`config.mk`:
```
export PLATFORM = sky130hd
export DESIGN_NAME = alu_arbiter
export DESIGN_NICKNAME = d
export VERILOG_FILES = /design/src/rtl/alu_pkg.sv /design/src/rtl/rr_arb2.sv /design/src/rtl/alu_arbiter.sv
export SDC_FILE = /design/constraint.sdc
export NUM_CORES = 1
export LEC_CHECK = 0
export CAP_MARGIN = 15
export CORE_AREA = 3 3 122 124
export CTS_CLUSTER_DIAMETER = 50
export CTS_CLUSTER_SIZE = 14
export DETAILED_ROUTE_END_ITERATION = 10
export DIE_AREA = 0 0 125 127
export GPL_TIMING_DRIVEN = 0
export PLACE_DENSITY_LB_ADDON = 0.1
export SETUP_SLACK_MARGIN = 0.5
export SYNTH_ARGS = -nofsm -noshare
export SYNTH_HDL_FRONTEND = slang
export SYNTH_HIERARCHICAL = 1
export SYNTH_SLANG_ARGS = --single-unit
```
`constraint.sdc`:
```
create_clock -name clk -period 2.16 [get_ports clk]
set_clock_uncertainty 0.15 [all_clocks]
set_input_delay 0.216 -clock clk [delete_from_list [all_inputs] [get_ports clk]]
set_output_delay 0.216 -clock clk [all_outputs]
set_load 0.05 [all_outputs]
```
`src/rtl/alu_pkg.sv`:
```
// Shared ALU definitions: datapath widths, ALU control codes and the
// requester identifier used by the round-robin picker.
package alu_pkg;

    localparam int unsigned WIDTH = 32;
    localparam int unsigned OPW   = 4;

    // ALU control codes understood by the downstream ALU
    localparam logic [OPW-1:0] ALU_ADD  = 4'b0011;
    localparam logic [OPW-1:0] ALU_SUB  = 4'b0010;
    localparam logic [OPW-1:0] ALU_SLL  = 4'b0001;
    localparam logic [OPW-1:0] ALU_XOR  = 4'b0110;
    localparam logic [OPW-1:0] ALU_SRL  = 4'b0111;
    localparam logic [OPW-1:0] ALU_OR   = 4'b1001;
    localparam logic [OPW-1:0] ALU_AND  = 4'b1010;
    localparam logic [OPW-1:0] ALU_IDLE = 4'b0000;

    // Identifies which requester was granted most recently
    typedef enum logic {
        REQ0 = 1'b0,
        REQ1 = 1'b1
    } req_id_t;

endpackage

```
`src/rtl/rr_arb2.sv`:
```
// Two-way round-robin picker.
//   clk, reset : clock, synchronous active-high reset
//   elig[1:0]  : requester eligible this cycle
//   grant[1:0] : one-hot grant (all zero when nobody is eligible)
// The most recent winner is held internally; after reset requester 1 counts
// as the last winner so requester 0 wins the first contention.
module rr_arb2
    import alu_pkg::*;
(
    input  logic       clk,
    input  logic       reset,
    input  logic [1:0] elig,
    output logic [1:0] grant
);

    req_id_t last_q;
    req_id_t last_d;

    // Last-winner register
    always_ff @(posedge clk) begin
        if (reset) begin
            last_q <= REQ1;
        end else begin
            last_q <= last_d;
        end
    end

    // Pick: on contention favour the requester that did not win last
    always_comb begin
        grant  = 2'b00;
        last_d = last_q;
        unique case (elig)
            2'b01: begin
                grant  = 2'b01;
                last_d = REQ0;
            end
            2'b10: begin
                grant  = 2'b10;
                last_d = REQ1;
            end
            2'b11: begin
                if (last_q == REQ1) begin
                    grant  = 2'b01;
                    last_d = REQ0;
                end else begin
                    grant  = 2'b10;
                    last_d = REQ1;
                end
            end
            default: begin
                grant  = 2'b00;
                last_d = last_q;
            end
        endcase
    end

endmodule

```
`src/rtl/alu_arbiter.sv`:
```
// Shares one combinational ALU between two requesters. Each cycle at most one
// request is granted (round-robin), its operands are driven onto the ALU and
// the ALU result is captured into that requester's response register, which
// is held until the requester consumes it with a valid/ready handshake.
//   clk, reset                    : clock, synchronous active-high reset
//   reqN_valid/a/b/op, reqN_ready : request channel N (ready = granted now)
//   rspN_valid/result/zero, rspN_ready : response channel N
//   alu_a, alu_b, alu_control     : drive to the external ALU
//   alu_result                    : result from the external ALU
module alu_arbiter
    import alu_pkg::ALU_IDLE;
#(
    parameter int unsigned WIDTH = alu_pkg::WIDTH,
    parameter int unsigned OPW   = alu_pkg::OPW
) (
    input  logic             clk,
    input  logic             reset,

    input  logic             req0_valid,
    input  logic [WIDTH-1:0] req0_a,
    input  logic [WIDTH-1:0] req0_b,
    input  logic [OPW-1:0]   req0_op,
    output logic             req0_ready,

    input  logic             req1_valid,
    input  logic [WIDTH-1:0] req1_a,
    input  logic [WIDTH-1:0] req1_b,
    input  logic [OPW-1:0]   req1_op,
    output logic             req1_ready,

    output logic             rsp0_valid,
    output logic [WIDTH-1:0] rsp0_result,
    output logic             rsp0_zero,
    input  logic             rsp0_ready,

    output logic             rsp1_valid,
    output logic [WIDTH-1:0] rsp1_result,
    output logic             rsp1_zero,
    input  logic             rsp1_ready,

    output logic [WIDTH-1:0] alu_a,
    output logic [WIDTH-1:0] alu_b,
    output logic [OPW-1:0]   alu_control,
    input  logic [WIDTH-1:0] alu_result
);

    logic [1:0] slot_free;
    logic [1:0] elig;
    logic [1:0] grant;
    logic       result_zero;

    // A slot can take a new result if empty or being drained this cycle
    assign slot_free[0] = !rsp0_valid || rsp0_ready;
    assign slot_free[1] = !rsp1_valid || rsp1_ready;

    // Nothing is accepted while reset is asserted
    assign elig[0] = req0_valid && slot_free[0] && !reset;
    assign elig[1] = req1_valid && slot_free[1] && !reset;

    rr_arb2 u_rr_arb2 (
        .clk   (clk),
        .reset (reset),
        .elig  (elig),
        .grant (grant)
    );

    assign req0_ready = grant[0];
    assign req1_ready = grant[1];

    // Operand mux onto the shared ALU; idle drives all zeros
    always_comb begin
        alu_a       = '0;
        alu_b       = '0;
        alu_control = OPW'(ALU_IDLE);
        if (grant[0]) begin
            alu_a       = req0_a;
            alu_b       = req0_b;
            alu_control = req0_op;
        end else if (grant[1]) begin
            alu_a       = req1_a;
            alu_b       = req1_b;
            alu_control = req1_op;
        end
    end

    assign result_zero = (alu_result == '0);

    // Response slot 0: capture on grant, otherwise clear valid on drain
    always_ff @(posedge clk) begin
        if (reset) begin
            rsp0_valid  <= 1'b0;
            rsp0_result <= '0;
            rsp0_zero   <= 1'b0;
        end else if (grant[0]) begin
            rsp0_valid  <= 1'b1;
            rsp0_result <= alu_result;
            rsp0_zero   <= result_zero;
        end else if (rsp0_ready) begin
            rsp0_valid  <= 1'b0;
        end
    end

    // Response slot 1: capture on grant, otherwise clear valid on drain
    always_ff @(posedge clk) begin
        if (reset) begin
            rsp1_valid  <= 1'b0;
            rsp1_result <= '0;
            rsp1_zero   <= 1'b0;
        end else if (grant[1]) begin
            rsp1_valid  <= 1'b1;
            rsp1_result <= alu_result;
            rsp1_zero   <= result_zero;
        end else if (rsp1_ready) begin
            rsp1_valid  <= 1'b0;
        end
    end

endmodule
```
==> impl_metrics.ini, run 1 <==
[run_status]
outcome = finished with violations
violations = setup timing

[synth]
synth_nets = 502
synth_cells = 328
yosysWarnings = 6
synth_cell_types = 22
ys_async_sr_fraction_pct = 0
synth_top_flop_cell = dfxtp_1
synth_area_sq_um = 3243
synth_area_per_cell_sq_um = 9.888
synth-seq-cells = 69
yosysSeqAreaShare_pct = 42.59
synth-edff-count = 0

[setup_path]
cp_num_buf_inv = 9
worst_path_largest_cell_delay_ns = 0.26
startpoint_type = input port
crit_type = in2out
path_cells = dlygate4sd2_1 > buf_6 > buf_8 > nor3b_4 > nand2_1 > and2_4 > buf_8 > inv_6 > nor2_4 > buf_6 > buf_6 > buf_16 > a22o_4 > buf_8
path_max_fanout = 10
cp.required_ns = 1.79
reg2reg_from = rsp0_valid
crit_slowest_cell = dlygate4sd2_1
critPathArrivalTime_ns = 2.19
crit_family = buffers and inverters
crit_path_end_kind = output pin
setup.worst_path.start = reset

[finish]
n_fill_cell = 1173
final_common_cell = clkdlybuf4s50_1
final_cell_mix = clkdlybuf4s50_1 (172), buf_6 (75), dlygate4sd2_1 (70)
final_nets = 861
drive_above_1_share_pct = 33.33
post-route-util_pct = 60.37
area_delta_synth_final_pct = 158.4

[clock_tree]
htree_levels = 3
ctsHoldBuffers = 0
cts_buffers = 9
cts.sinks = 69
path_clk_slew_ns = 0.05
root_buffer = clkbuf_16
tritoncts = yes
insertion_delay_ns = 0.32
clockBufferDepth = 2

[power]
p_per_area_nw_per_um2 = 553.1
vdd_drop_max_v = 0.0004070
leakage_nw = 3.814

[floorplanning]
core_sq_um = 13880
start_util_pct = 23.36
pin_count = 312
rows = 43
die_h_microns = 127
dieArea_sq_um = 15880
die_w_microns = 125

[timing]
slew_headroom_pct = 60.96
fin_crit_sh_pct = 118.5
slew_viol_final = 0
setup_violations = 102
min_period_ns = 2.560
clock.fmax_mhz = 390.7
setup_ws_ns = -0.3996
hold_viol_final = 0
worst_pin_slew_ns = 0.5856
fin_tns_setup_ns = -25.81
rsz0062_at_grt = yes

[placement]
pre_cts_ws_ns = -1.368
numPortBuffers = 311
hpwlAfterDp_microns = 14390
gp_congestion = 0.9913

[routing]
wl_met1_microns = 6700
route.top_layer_used = met4
vias = 4030
drt_pass1_iterations = 4
drt_iter0_markers = 90
viasPerCell = 4.622
ant_nets = 0
wl_per_cell_microns = 20.84
wl_met2_microns = 9814
wl_microns = 18170
wl_met3_microns = 1222
drc = 0

[grt]
first_global_vias = 4258
grt_max_degree = 11
antenna_found_initial = 2
grt_overflow = 0
grt_use_total_pct = 21.88
grt_pass1_wl_microns = 26830

[min_path]
hp-class = in2reg
min_from = reset

[flow_run]
drv_cap = 0
## cells by family (layout without fill, tap and decap cells)
kind of cell	Yosys count	count (layout)	share of synthesized area [%]
buffers and inverters	35	397	5.710
AO/OA/AOI/OAI	72	72	19.37
other	0	2	0
multiplexers	64	64	19.75
AND/OR/NAND/NOR	88	88	12.58
flip-flops	69	69	42.59
## power by group
part           internal (W)  leakage [nW]  total, W  switching, W
Combinational      0.000953          3.11   0.00197       0.00101
Clock              0.000821         0.134   0.00130      0.000481
Sequential          0.00134         0.565   0.00137     0.0000306
## layer usage
layer,vias to the layer above,global-route usage (%)
met3,22,6.814
li1,1921,-
met4,0,6.824
met1,1913,23.55
met2,174,40.94
met5,-,0
## area by class of cell
| type | count | area [sq um] | area share [%] |
|---|---|---|---|
| inverter | 4 | 20.02 | 0.2389 |
| tap | 180 | 225.2 | 2.688 |
| buffer | 31 | 405.4 | 4.838 |
| antenna | 2 | 5.005 | 0.05973 |
| sequential | 69 | 1389 | 16.57 |
| multi-input combinational | 224 | 2315 | 27.62 |
| clock inverter | 2 | 10.01 | 0.1195 |
| clock buffer | 12 | 256.5 | 3.061 |
| timing repair buffer | 348 | 3754 | 44.80 |
## what timing repair did
action | 4_1_cts | 5_1_grt
gates cloned | 6 | 2
hold endpoints to repair | 0 | 0
resized for setup | 621 | 43
endpoints found under the setup margin | 206 | 139
pin swaps | 6 | 4
setup buffers | 26 | 3
## cells in the mapped netlist (2+ instances only)
cell      number  area, sq um
inv_1          3        11.26
buf_4          9        67.56
mux2i_1       64        640.6
buf_2         16        80.08
clkbuf_1       6        22.52
nor4_1         4        25.02
dfxtp_1       69         1381
nor2b_1        2        12.51
nor3b_1        2        15.01
nand4_1        2        12.51
o41ai_1        2        17.52
a22o_1        68        595.6
nand3_1        2        10.01
nor4_2         4        50.05
nor2_1        68        255.2
## registers in the layout, summed over array words and instances (netlist names)
name and count:
rsp0_result 32, rsp1_result 32, rsp0_valid 1, rsp0_zero 1
rsp1_valid 1, rsp1_zero 1, u_rr_arb2/last_q 1
## worst paths after layout
kind | to | slack, ns | cells past startpoint
worst max-delay path | alu_control[2] | -0.40 | 14
worst min register to register | rsp0_result[10] | 0.33 | 2
worst min-delay path | u_rr_arb2/last_q | 0.12 | 2
worst max register to register | u_rr_arb2/last_q | -0.27 | 16
## worst reg2reg max path, cell delays in order (launching register included)
cell	delay [ns]
dfxtp_4	0.33
nor2b_4	0.13
nor3b_4	0.20
nand2_1	0.10
buf_4	0.14
buf_6	0.10
buf_6	0.10
buf_6	0.10
buf_6	0.10
buf_6	0.10
buf_6	0.10
buf_6	0.10
buf_6	0.10
buf_6	0.10
buf_6	0.10
buf_6	0.10
a21o_1	0.16
## per-stage QoR
step / total power (W) / cells / hold slack [ns] / cell area (sq um)
floorplan: 0.002390 / 328 / 0.1520 / 3894
CTS: 0.004621 / 865 / 0.09734 / 8119
detailed placement: 0.003135 / 819 / 0.3283 / 7232
finish: 0.004635 / 872 / 0.1167 / 8379
global placement: 0.003127 / 819 / 0.3152 / 7232
global route: 0.004822 / 872 / 0.1127 / 8379
No activity file was read; power rests on OpenSTA's default activity.
==> inputs of run 2 (changes only) <==
--- a/config.mk
+++ b/config.mk
@@ -14,6 +14,7 @@
 export GPL_TIMING_DRIVEN = 0
 export PLACE_DENSITY_LB_ADDON = 0.1
 export SETUP_SLACK_MARGIN = 0.5
+export SKIP_CTS_REPAIR_TIMING = 1
 export SYNTH_ARGS = -nofsm -noshare
 export SYNTH_HDL_FRONTEND = slang
 export SYNTH_HIERARCHICAL = 1
==> impl_metrics.ini, run 2 (same netlist as run 1, synthesis figures left out) <==
[clock_tree]
cts_buffers = 9
tritoncts = yes
cts.sinks = 69
root_buffer = clkbuf_16
htree_levels = 3
path_clk_slew_ns = 0.05
insertion_delay_ns = 0.32
clockBufferDepth = 2

[placement]
gp_congestion = 0.9913
place_inst = 819
placed_cell_area_sq_um = 7232
hpwlAfterDp_microns = 14390
numPortBuffers = 311

[floorplanning]
dieArea_sq_um = 15880
core_sq_um = 13880
die_w_microns = 125
start_util_pct = 23.36
pin_count = 312
rows = 43
die_h_microns = 127

[grt]
grt_pass1_wl_microns = 25450
met2_usage_pct = 38.44
gr-usage-met3_pct = 6.773
grt_max_degree = 11
first_global_vias = 3973
grt_overflow = 0
grt_use_total_pct = 20.77
top_usage_layer = met2
antenna_found_initial = 2
use_met1_pct = 22.65

[finish]
final_cells = 845
design_area_sq_um = 8110
area_delta_synth_final_pct = 150.1
final_cell_mix = clkdlybuf4s50_1 (172), buf_6 (71), dlymetal6s2s_1 (70)
final_nets = 834
final_common_cell = clkdlybuf4s50_1
reg_top3 = rsp0_result (32), rsp1_result (32)
drive_above_1_share_pct = 30.32

[routing]
vias = 3929
ant_nets = 0
wl_per_cell_microns = 20.85
viasPerCell = 4.650
wl_microns = 17620
drt_iter0_markers = 118
drt_pass1_iterations = 4
drc = 0

[setup_path]
critPathMostFrequentCell = buf_8
crit_type = in2out
crit_path_end_kind = output pin
path_max_fanout = 10
crit_family = buffers and inverters
crit_slowest_cell = clkdlybuf4s50_1
startpoint_type = input port
critPathArrivalTime_ns = 2.22
cp_num_buf_inv = 7
path_cells = clkdlybuf4s50_1 > nor2b_4 > nor3b_4 > nand2_1 > and2_4 > buf_8 > inv_6 > nor2_4 > buf_12 > buf_8 > buf_12 > a22o_4 > buf_8
worst_path_largest_cell_delay_ns = 0.50
cp.required_ns = 1.79

[power]
leakage_nw = 4.466
p_per_area_nw_per_um2 = 558.2
vdd_drop_max_v = 0.0004252

[timing]
rsz0062_at_grt = yes
slew_headroom_pct = 60.60
fin_crit_sh_pct = 119.9
min_period_ns = 2.590
worst_pin_slew_ns = 0.5910
setup_ws_ns = -0.4304
hold_viol_final = 0
setup_violations = 68
slew_viol_final = 0
clock.fmax_mhz = 386.0

[run_status]
violations = setup timing
outcome = finished with violations

[flow_run]
drv_cap = 0

[min_path]
hp-class = in2reg
[run 2: worst paths after layout]
kind                    from               end  slack (ns)  cells after the start
setup / recovery  rsp0_ready         alu_a[20]       -0.43                     13
hold / removal         reset  u_rr_arb2/last_q        0.01                      2
setup reg to reg  rsp0_valid    rsp0_result[2]        0.16                      8
hold reg to reg    rsp1_zero         rsp1_zero        0.33                      2
[run 2: per-layer routing]
metal  wire length, microns  part of all wire (%)
met1                   6562                    37
met2                   9574                    54
met3                   1172                   6.7
met4                    310                   1.8
met5                      0                     0
[run 2: layout make-up]
cell class | count | area [sq um]
fill | 1201 | 5771
timing repair buffer | 321 | 3543
multi-input combinational | 224 | 2305
sequential | 69 | 1389
buffer | 31 | 356.6
clock buffer | 12 | 256.5
tap | 180 | 225.2
inverter | 4 | 20.02
clock inverter | 2 | 10.01
antenna | 2 | 5.005
[run 2: per-stage QoR]
| stage | total power [W] | utilization (%) | TNS [ns] | setup slack [ns] | hold WS (ns) |
|---|---|---|---|---|---|
| after floorplan | 0.002390 | - | -5.716 | -0.1011 | 0.1520 |
| after global placement | 0.003127 | 52.10 | -108.98 | -1.362 | 0.3152 |
| after detailed placement | 0.003135 | 52.10 | -110.39 | -1.368 | 0.3283 |
| after CTS | 0.004460 | 54.02 | -92.86 | -1.397 | 0.3375 |
| after global routing | 0.004716 | 58.43 | -29.96 | -0.5281 | 0.01263 |
| final | 0.004527 | 58.43 | -23.30 | -0.4304 | 0.01198 |
[run 2: worst register-to-register path, stage by stage (launching register included)]
cell and delay (ns):
dfxtp_4 0.33, nor2b_4 0.13, nor3b_4 0.21, a21boi_4 0.22, buf_6 0.13, buf_4 0.22
buf_6 0.21, mux2i_1 0.21, nor2_1 0.05
[run 2: report_power, final]
part | switching, W | leakage (nW) | internal (W)
clock network | 0.000476 | 0.134 | 0.000821
logic | 0.000982 | 3.77 | 0.000880
registers | 0.0000301 | 0.565 | 0.00134
total | 0.00149 | 4.47 | 0.00304
